==> src/rtl/cpu_mc_pkg.sv <==
// Shared types for the cpu_mc core: opcode and FSM state encodings plus instruction field offsets.
// The instruction word is {opcode[3:0], rd, rs, imm}, with imm in the least significant bits.
package cpu_mc_pkg;

    typedef enum logic [3:0] {
        OpNop  = 4'd0,
        OpAdd  = 4'd1,
        OpSub  = 4'd2,
        OpAnd  = 4'd3,
        OpOr   = 4'd4,
        OpXor  = 4'd5,
        OpAddi = 4'd6,
        OpLd   = 4'd7,
        OpSt   = 4'd8,
        OpBeq  = 4'd9,
        OpJmp  = 4'd10,
        OpMul  = 4'd11,
        OpHalt = 4'd15
    } opcode_e;

    typedef enum logic [2:0] {
        StIdle,
        StFetch,
        StDecode,
        StExec,
        StMem,
        StWb,
        StHalt,
        StErr
    } cpu_mc_state_e;

    function automatic int unsigned rs_lsb(int unsigned imm_w);
        return imm_w;
    endfunction

    function automatic int unsigned rd_lsb(int unsigned ra_w, int unsigned imm_w);
        return imm_w + ra_w;
    endfunction

    function automatic int unsigned op_lsb(int unsigned ra_w, int unsigned imm_w);
        return imm_w + 2 * ra_w;
    endfunction

endpackage

==> src/rtl/cpu_mc_regfile.sv <==
// Register file for cpu_mc: two asynchronous read ports, one synchronous write port.
// r0 reads as zero and ignores writes; all registers clear on the asynchronous active-low reset.
module cpu_mc_regfile
    import cpu_mc_pkg::*;
#(
    parameter int unsigned DATA_WIDTH = 8,
    parameter int unsigned NREGS      = 8,
    localparam int unsigned RA_W      = $clog2(NREGS)
) (
    input  logic                  clk_i,
    input  logic                  rst_ni,
    input  logic [RA_W-1:0]       raddr_a_i,
    output logic [DATA_WIDTH-1:0] rdata_a_o,
    input  logic [RA_W-1:0]       raddr_b_i,
    output logic [DATA_WIDTH-1:0] rdata_b_o,
    input  logic                  we_i,
    input  logic [RA_W-1:0]       waddr_i,
    input  logic [DATA_WIDTH-1:0] wdata_i
);

    logic [DATA_WIDTH-1:0] regs_q [NREGS];

    always_ff @(posedge clk_i or negedge rst_ni) begin
        if (!rst_ni) begin
            for (int unsigned i = 0; i < NREGS; i++) begin
                regs_q[i] <= '0;
            end
        end else if (we_i && (waddr_i != '0)) begin
            regs_q[waddr_i] <= wdata_i;
        end
    end

    assign rdata_a_o = (raddr_a_i == '0) ? '0 : regs_q[raddr_a_i];
    assign rdata_b_o = (raddr_b_i == '0) ? '0 : regs_q[raddr_b_i];

endmodule

==> src/rtl/cpu_mc.sv <==
// cpu_mc: multi-cycle CPU core (fetch/decode/execute/memory/writeback) with req/ready memory ports.
// Define CPU_MUL_EN to add MUL (opcode 11); without it opcode 11 is illegal and traps to ERR.
module cpu_mc
    import cpu_mc_pkg::*;
#(
    parameter int unsigned DATA_WIDTH = 8,
    parameter int unsigned NREGS      = 8,
    parameter int unsigned IP_WIDTH   = 8,
    parameter int unsigned IMM_WIDTH  = 8,
    parameter int unsigned ADDR_WIDTH = 8,
    localparam int unsigned RA_W      = $clog2(NREGS),
    localparam int unsigned INSTR_W   = 4 + 2 * RA_W + IMM_WIDTH
) (
    input  logic                  clk,
    input  logic                  rstn,
    input  logic                  start,
    output logic                  imem_req,
    output logic [IP_WIDTH-1:0]   imem_addr,
    input  logic                  imem_ready,
    input  logic [INSTR_W-1:0]    imem_rdata,
    output logic                  dmem_req,
    output logic                  dmem_we,
    output logic [ADDR_WIDTH-1:0] dmem_addr,
    output logic [DATA_WIDTH-1:0] dmem_wdata,
    input  logic                  dmem_ready,
    input  logic [DATA_WIDTH-1:0] dmem_rdata,
    output logic                  busy,
    output logic                  halted,
    output logic                  err,
    output logic [IP_WIDTH-1:0]   pc_out
);

    localparam int unsigned OpLsb = op_lsb(RA_W, IMM_WIDTH);
    localparam int unsigned RdLsb = rd_lsb(RA_W, IMM_WIDTH);
    localparam int unsigned RsLsb = rs_lsb(IMM_WIDTH);

    cpu_mc_state_e          state_q;
    logic [IP_WIDTH-1:0]    pc_q;
    logic [INSTR_W-1:0]     instr_q;
    logic [DATA_WIDTH-1:0]  op_a_q;
    logic [DATA_WIDTH-1:0]  op_b_q;
    logic [DATA_WIDTH-1:0]  result_q;
    logic                   imem_req_q;
    logic                   dmem_req_q;
    logic                   dmem_we_q;
    logic [ADDR_WIDTH-1:0]  dmem_addr_q;
    logic [DATA_WIDTH-1:0]  dmem_wdata_q;
    logic                   busy_q;
    logic                   halted_q;
    logic                   err_q;

    opcode_e                opcode;
    logic [RA_W-1:0]        rd_idx;
    logic [RA_W-1:0]        rs_idx;
    logic signed [IMM_WIDTH-1:0] imm;
    logic [DATA_WIDTH-1:0]  imm_ext;
    logic [DATA_WIDTH-1:0]  rs_rdata;
    logic [DATA_WIDTH-1:0]  rd_rdata;
    logic [DATA_WIDTH-1:0]  alu_res;
    logic [DATA_WIDTH-1:0]  ls_sum;
    logic [IP_WIDTH-1:0]    pc_inc;
    logic [IP_WIDTH-1:0]    pc_rel;

    assign opcode  = opcode_e'(instr_q[OpLsb +: 4]);
    assign rd_idx  = instr_q[RdLsb +: RA_W];
    assign rs_idx  = instr_q[RsLsb +: RA_W];
    assign imm     = instr_q[IMM_WIDTH-1:0];
    // Signed casts sign-extend the immediate into each destination width.
    assign imm_ext = DATA_WIDTH'(imm);
    assign ls_sum  = op_a_q + imm_ext;
    assign pc_inc  = pc_q + IP_WIDTH'(1);
    assign pc_rel  = pc_inc + IP_WIDTH'(imm);

    cpu_mc_regfile #(
        .DATA_WIDTH (DATA_WIDTH),
        .NREGS      (NREGS)
    ) u_regfile (
        .clk_i     (clk),
        .rst_ni    (rstn),
        .raddr_a_i (rs_idx),
        .rdata_a_o (rs_rdata),
        .raddr_b_i (rd_idx),
        .rdata_b_o (rd_rdata),
        .we_i      (state_q == StWb),
        .waddr_i   (rd_idx),
        .wdata_i   (result_q)
    );

    // op_a is R[rs], op_b is R[rd]: every two-operand op is rd <- rs op rd.
    always_comb begin
        alu_res = '0;
        case (opcode)
            OpAdd:   alu_res = op_a_q + op_b_q;
            OpSub:   alu_res = op_a_q - op_b_q;
            OpAnd:   alu_res = op_a_q & op_b_q;
            OpOr:    alu_res = op_a_q | op_b_q;
            OpXor:   alu_res = op_a_q ^ op_b_q;
            OpAddi:  alu_res = op_a_q + imm_ext;
`ifdef CPU_MUL_EN
            OpMul:   alu_res = op_a_q * op_b_q;
`endif
            default: alu_res = '0;
        endcase
    end

    always_ff @(posedge clk or negedge rstn) begin
        if (!rstn) begin
            state_q      <= StIdle;
            pc_q         <= '0;
            instr_q      <= '0;
            op_a_q       <= '0;
            op_b_q       <= '0;
            result_q     <= '0;
            imem_req_q   <= 1'b0;
            dmem_req_q   <= 1'b0;
            dmem_we_q    <= 1'b0;
            dmem_addr_q  <= '0;
            dmem_wdata_q <= '0;
            busy_q       <= 1'b0;
            halted_q     <= 1'b0;
            err_q        <= 1'b0;
        end else begin
            case (state_q)
                StIdle, StHalt, StErr: begin
                    if (start) begin
                        state_q    <= StFetch;
                        pc_q       <= '0;
                        imem_req_q <= 1'b1;
                        busy_q     <= 1'b1;
                        halted_q   <= 1'b0;
                        err_q      <= 1'b0;
                    end
                end
                StFetch: begin
                    if (imem_ready) begin
                        instr_q    <= imem_rdata;
                        imem_req_q <= 1'b0;
                        state_q    <= StDecode;
                    end
                end
                StDecode: begin
                    op_a_q  <= rs_rdata;
                    op_b_q  <= rd_rdata;
                    state_q <= StExec;
                end
                StExec: begin
                    case (opcode)
                        OpAdd, OpSub, OpAnd, OpOr, OpXor, OpAddi: begin
                            result_q <= alu_res;
                            state_q  <= StWb;
                        end
`ifdef CPU_MUL_EN
                        OpMul: begin
                            result_q <= alu_res;
                            state_q  <= StWb;
                        end
`endif
                        OpLd, OpSt: begin
                            dmem_req_q   <= 1'b1;
                            dmem_we_q    <= (opcode == OpSt);
                            dmem_addr_q  <= ADDR_WIDTH'(ls_sum);
                            dmem_wdata_q <= (opcode == OpSt) ? op_b_q : '0;
                            state_q      <= StMem;
                        end
                        OpBeq: begin
                            pc_q       <= (op_b_q == op_a_q) ? pc_rel : pc_inc;
                            imem_req_q <= 1'b1;
                            state_q    <= StFetch;
                        end
                        OpJmp: begin
                            pc_q       <= pc_rel;
                            imem_req_q <= 1'b1;
                            state_q    <= StFetch;
                        end
                        OpNop: begin
                            pc_q       <= pc_inc;
                            imem_req_q <= 1'b1;
                            state_q    <= StFetch;
                        end
                        OpHalt: begin
                            busy_q   <= 1'b0;
                            halted_q <= 1'b1;
                            state_q  <= StHalt;
                        end
                        default: begin
                            busy_q  <= 1'b0;
                            err_q   <= 1'b1;
                            state_q <= StErr;
                        end
                    endcase
                end
                StMem: begin
                    if (dmem_ready) begin
                        dmem_req_q <= 1'b0;
                        dmem_we_q  <= 1'b0;
                        if (dmem_we_q) begin
                            pc_q       <= pc_inc;
                            imem_req_q <= 1'b1;
                            state_q    <= StFetch;
                        end else begin
                            result_q <= dmem_rdata;
                            state_q  <= StWb;
                        end
                    end
                end
                StWb: begin
                    pc_q       <= pc_inc;
                    imem_req_q <= 1'b1;
                    state_q    <= StFetch;
                end
                default: state_q <= StIdle;
            endcase
        end
    end

    assign imem_req   = imem_req_q;
    assign imem_addr  = pc_q;
    assign dmem_req   = dmem_req_q;
    assign dmem_we    = dmem_we_q;
    assign dmem_addr  = dmem_addr_q;
    assign dmem_wdata = dmem_wdata_q;
    assign busy       = busy_q;
    assign halted     = halted_q;
    assign err        = err_q;
    assign pc_out     = pc_q;

endmodule

==> config.mk <==
export PLATFORM = sky130hd
export DESIGN_NAME = cpu_mc
export DESIGN_NICKNAME = d
export VERILOG_FILES = /design/src/rtl/cpu_mc_pkg.sv /design/src/rtl/cpu_mc_regfile.sv /design/src/rtl/cpu_mc.sv
export SDC_FILE = /design/constraint.sdc
export NUM_CORES = 1
export LEC_CHECK = 0
export CAP_MARGIN = 10
export CORE_ASPECT_RATIO = 1.75
export CORE_UTILIZATION = 59
export CTS_CLUSTER_DIAMETER = 100
export DETAILED_ROUTE_END_ITERATION = 8
export PLACE_DENSITY_LB_ADDON = 0.25
export REMOVE_ABC_BUFFERS = 1
export SETUP_SLACK_MARGIN = 0.5
export SYNTH_ARGS = -nofsm -noshare
export SYNTH_HDL_FRONTEND = slang
export SYNTH_HIERARCHICAL = 1
export SYNTH_SLANG_ARGS = --single-unit
==> constraint.sdc <==
create_clock -name clk -period 3.5 [get_ports clk]
set_input_delay 0.7 -clock clk [delete_from_list [all_inputs] [get_ports clk]]
set_output_delay 0.7 -clock clk [all_outputs]
set_load 0.02 [all_outputs]
* Word level (Yosys, flattened, before mapping) *
Cells that the tools add are included.

storage, ports and cells
  register bits after elaboration = 139
  memories = 0
  output and inout port bits = 38
  bits of input ports = 31
  word-level logic and storage cells = 140
  memory bits (writable) = 0
  bits in latches = 0
  memory bits (read-only) = 0

cells by class
  add/sub/neg operators = 5
  muxes and demuxes = 47
  equality and inequality tests = 31
  order comparisons = 3
  divide/modulo/power cells = 0
  reduce and logical (&&, ||, !) cells = 27
  bitwise logic cells = 5
  multipliers = 0
  shifts and indexed selects = 0

operator list
  operator               number
  $mux W8                15
  $bwmux W64             1
  $bmux W8 S3            2
  $pmux W8 S6            1
  $pmux W8 S4            1
  $add A8 B8 Y8          3
  $demux W8 S3           1
  $pmux W8 S3            1
  $ne A2 B2 Y1 const B   11
  $pmux W3 S6            1
  $eq A4 B3 Y1 const B   4
  $eq A4 B4 Y1 const B   4
  $pmux W8 S2            1
  $reduce_and A3 Y1      5
  $eq A3 B3 Y1 const B   4
  $mux W1                12
  $mux W3                4
  $pmux W3 S4            1
  $reduce_or A12 Y1      1
  $reduce_or A11 Y1      1
  $pmux W1 S2            5
  $logic_not A3 Y1       3
  $add A8 B1 Y8 const B  1
  $and A8 B8 Y8          1
  26 further kinds       34

* Longest topological paths before layout *
  word-level depth = 6
  gate-level depth with buffers = 12
  mapped depth without buffers = 11

* Hierarchy *
Netlist, hierarchy kept.

modules (own cells, without submodules)
  module          times used  area each (um2)  sequential area each (um2)  cells each
  cpu_mc          1           5275.1           1876.8                      559
  cpu_mc_regfile  1           3190.6           1401.3                      238

* Least setup slack after synthesis *
No wires, ideal clock.

  path type = register to register
  from = register pc_q[2], in the netlist imem_addr[2]
  to = register pc_q[7], in the netlist imem_addr[7]
  slack = 897 ps
  clock period less this slack = 2603 ps
  required time = 3376 ps
  arrival = 2478 ps
  buffers on the path = 1
  cell stages (with the launch flop) = 13
  setup time = 124 ps
  path through = dfrtp_1 -> clkbuf_1 -> and3_1 -> nand3_1 -> xor2_1 -> inv_1 -> ha_1 -> a2111oi_0 -> o21ai_0 -> nand2_1 -> xor2_1 -> mux2i_1 -> a21oi_1

on the way
  cells in the longest elaborated chain, start to end = 5
  elaborated cells between the ends (all ways) = 7
  classes of those cells = add/sub (2); mux (5)

ends and longest elaborated chain
  item                      line           text
  start: declaration        cpu_mc.sv:38   logic [IP_WIDTH-1:0] pc_q;
  start signal: assignment  cpu_mc.sv:166  pc_q <= (op_b_q == op_a_q) ? pc_rel : pc_inc;
  start signal: assignment  cpu_mc.sv:171  pc_q <= pc_rel;
  start signal: assignment  cpu_mc.sv:176  pc_q <= pc_inc;
  $add A8 B1 Y8 (*)         cpu_mc.sv:71   assign pc_inc = pc_q + IP_WIDTH'(1);
  $add A8 B8 Y8             cpu_mc.sv:72   assign pc_rel = pc_inc + IP_WIDTH'(imm);
  $mux W8                   cpu_mc.sv:166
  $pmux W8 S3               cpu_mc.sv:147  case (opcode)
  $pmux W8 S4 (*)           cpu_mc.sv:123  case (state_q)

Mark *: on every way between the ends. The rest lies on a longest branch, timed or not. The select of a mux whose other input is x is not followed.
A chain may end at the register's enable or synchronous reset.

* Final worst setup path *
  from = register pc_q[0], in the netlist imem_addr[0]
  to = register pc_q[7], in the netlist imem_addr[7]

Same word-level chain as after synthesis.

==> metrics.md <==
| Metric | Value |
|---|---|
| Status | finished, final reports clean |
| Post-synthesis simple-gate area fraction | 0.119 |
| Min-delay worst type | primary input to asynchronous set/reset pin |
| Kind of end point of the critical path | register |
| Core Box Area | 14000 sq um |
| Number of synthesized flops with an enable pin | 0 |
| Worst setup SP type | register |
| Hold Slack | ~0.36 ns |
| Slew margin rel. | 0.393 |
| Syn. warnings | 6 |
| Sw Share | 0.454 |
| Die height | between 150 and 200 um |
| Clk buf depth | 2 |
| Logic pwr share | 0.523 |
| Fin worst setup slack | approximately 0.65 ns |
| Sink Count | between 100 and 150 |
| GPL Wtd Cong | around 0.94 |
| Final-stage net count | about 910 |
| Register area | between 3000 and 4000 sq um |
| Site row count | 57 |
| # Post-CTS Setup Buffers | 0 |
| First-pass GRT wire length | between 30000 and 40000 um |
| Gr ovfl total | 0 |
| Vias in the first global route | roughly 6900 |
| Sw Pwr | around 4600 uW |
| Pin count of the biggest net entering global routing | 61 |
| TritonCTS buffer count | 17 |
| Worst Path Arrival | about 3.2 ns |
| Area grow syn2layout | 14.2% |
| H-Tree Depth | 4 |
| CP Max Fanout | 9 |
| Synth Register Bits | roughly 130 |
| Skew-Pair Late Insertion Delay | approximately 0.43 ns |
| Syn avg cell area | 10.6 sq um |
| Clk pwr share | 0.173 |
| N_diodes | 0 |
| Netlist Area Pre-Place | 8470 sq um |
| Final Hold Fails | 0 |
| Fillers | between 1000 and 1500 |
| Critical R2R Launch | imem_addr[0] |
| Number of routed nets with antenna violations | 0 |
| Num ports | between 60 and 70 |
| Slowest cell delay on critical path | 0.47 ns |
| Initial Utilization | 0.606 |
| Synth async-reset ratio | 1.00 |
| Multiplexer area fraction after synthesis | 0.170 |
| Post-CTS Hold Buffers | 0 |
| Most frequent cells in the layout | 130 x dfrtp_1, 110 x mux2_2, 67 x clkdlybuf4s50_1 |
| Biggest area consumer among synthesized cells | dfrtp_1 |
| R2R depth | 11 |
| Via count | 6699 |
| R2r setup slk | ~0.65 ns |
| Final period utilization | 0.813 |
| Share of cells above drive strength 1 | 0.211 |
| Clock transition at path regs | roughly 0.07 ns |
| Slew @ Worst Pin | between 0.9 and 1 ns |
| Total routed wirelength | 23700 um |
| Register area share after synthesis | 0.387 |
| Pint | 5510 uW |
| Total Routing Usage GR | 0.329 |
| Pre-CTS setup slack | approximately 0.66 ns |
| PostCTS Resize Cnt | 0 |
| Leading cell type in the layout, fill and taps excluded | dfrtp_1 |
| # port buffers | between 60 and 70 |
| Unrepaired setup endpoints after global routing | no |
| Final slew viol count | 0 |
| Post-Synth XOR/XNOR Area | 0.0217 |
| Setup_tns | 0 ns |
| Yosys cell types | 80 |
| Top area cells in the synthesized netlist | dfrtp_1 39%, mux2_2 15%, ha_1 5.6%, nand2_1 2.4%, mux2i_1 2.4% |
| Largest family of logic cells by synthesized area | compound AO/OA/AOI/OAI gates |
| Reg2reg end | imem_addr[7] |
| CP required | between 3 and 4 ns |
| Clock Tree Root | clkbuf_16 |
| F_max | roughly 350 MHz |
| WS Path Type | register to register |
| Dpl hpwl | ~17000 um |
| Crit-path cells | ha_1, nand3_1, xor2_1, inv_1, ha_1, a2111oi_0, o21ai_0, nand2_1, xor2_1, mux2i_1, a21oi_1 |
| Setup violators final | 0 |
| Cells after Synth | roughly 800 |
| Die area | 14900 sq um |
| Ys flop type | dfrtp_1 |
| TritonCTS clock tree | yes |
| Cell Pwr Density | about 1000 nW/um^2 |
| Synth top area share | 0.387 |
| Max cap viols | 0 |
| CP bufs+invs | 1 |
| Fin crit period | between 2 and 3 ns |
| Max IR drop VDD | approximately 0.00073 V |
| Synth Area in Adders | 0.0656 |
| Chip Width | about 90 um |
| Drt drc | 0 |
| Via density | 6.50 |
| Slowest-stage cell, CP | dfrtp_2 |
| WL per Instance | 23.0 um |
| Leakage power | roughly 0.0044 uW |
| DR pass1 iterations | 6 |
| CP delay by family, top | compound AO/OA/AOI/OAI gates |
| Compound-Gate Fraction of Synth Area | 0.177 |
| Reg power frac | 0.305 |
| DRT iter0 DRCs | 394 |
| Final Core Density | 0.691 |
| Initial antenna violation count | 0 |
| Clock Skew | ~0.015 ns |
| Area of the multi-input gates | roughly 4700 sq um |
==> power groups by stage <==
stage,Combinational (uW),Sequential (uW),Clock (uW)
2_1_floorplan,3350,3050,0
3_3_place_gp,5020,3000,0
3_5_place_dp,5170,3060,0
4_1_cts,5220,3050,1750
5_1_grt,5660,3170,1810
6_report,5270,3080,1740
==> synth_stat cells, types with 11 or more instances <==
master    count
mux2_2      110
o21ai_0      40
dfrtp_1     131
o21a_1       11
ha_1         38
buf_2        21
a21oi_1      34
xor2_1       12
nor2_1       43
inv_1        35
a221oi_1     20
nand2_1      55
buf_4        12
a22o_1       12
mux2i_1      20
o22ai_1      12
==> worst max path at each step <==
stage                       startpoint  cells after the start  slack [ns]      endpoint
after global placement      dmem_ready                      7        0.70  imem_addr[7]
final                     imem_addr[0]                     11        0.65  imem_addr[7]
after global routing      imem_addr[1]                     11        0.55  imem_addr[7]
after floorplan             state_q[1]                      4        0.65      imem_req
after CTS                 imem_addr[0]                     11        0.66  imem_addr[7]
after detailed placement    dmem_ready                      6        0.66  imem_addr[4]
==> sequential cells by signal, indices dropped and copies added, names as in the netlist <==
register and cells:
halted 1, instr_q 18, state_q 3, busy 1, dmem_wdata 8, result_q 8
op_a_q 8, err 1, imem_addr 8, op_b_q 8, dmem_addr 8, u_regfile/regs_q 56
imem_req 1, dmem_we 1, dmem_req 1
==> area by class of cell <==
| class | instances | share of cell area |
|---|---|---|
| Timing Repair Buffer | 79 | 0.0800 |
| Inverter | 36 | 0.0140 |
| Tap cell | 177 | 0.0229 |
| Multi-Input combinational cell | 576 | 0.486 |
| Clock buffer | 19 | 0.0448 |
| Clock inverter | 13 | 0.0132 |
| Sequential cell | 131 | 0.339 |
==> stage by stage <==
step	std cells	power, uW	instance area (sq um)
floorplan	743	6400	8100
global placement	999	8020	9100
detailed placement	999	8230	9100
CTS	1031	10000	9660
global route	1031	10600	9660
finish	1031	10100	9660
==> metal layers <==
metal	track usage	share of wire	up-vias
li1	-	-	3035
met1	0.341	0.35	3281
met2	0.597	0.54	273
met3	0.0526	0.042	110
met4	0.215	0.069	0
met5	0	0	-
==> cells by family (layout without fill, tap and decap cells) <==
kind of cell,Yosys count,after routing
mux,130,130
buf+inv,90,147
compound gates,209,209
xor+xnor,21,21
flops,131,131
fa+ha+maj,42,42
simple gates,174,174
(Power assumes the default switching activity.)
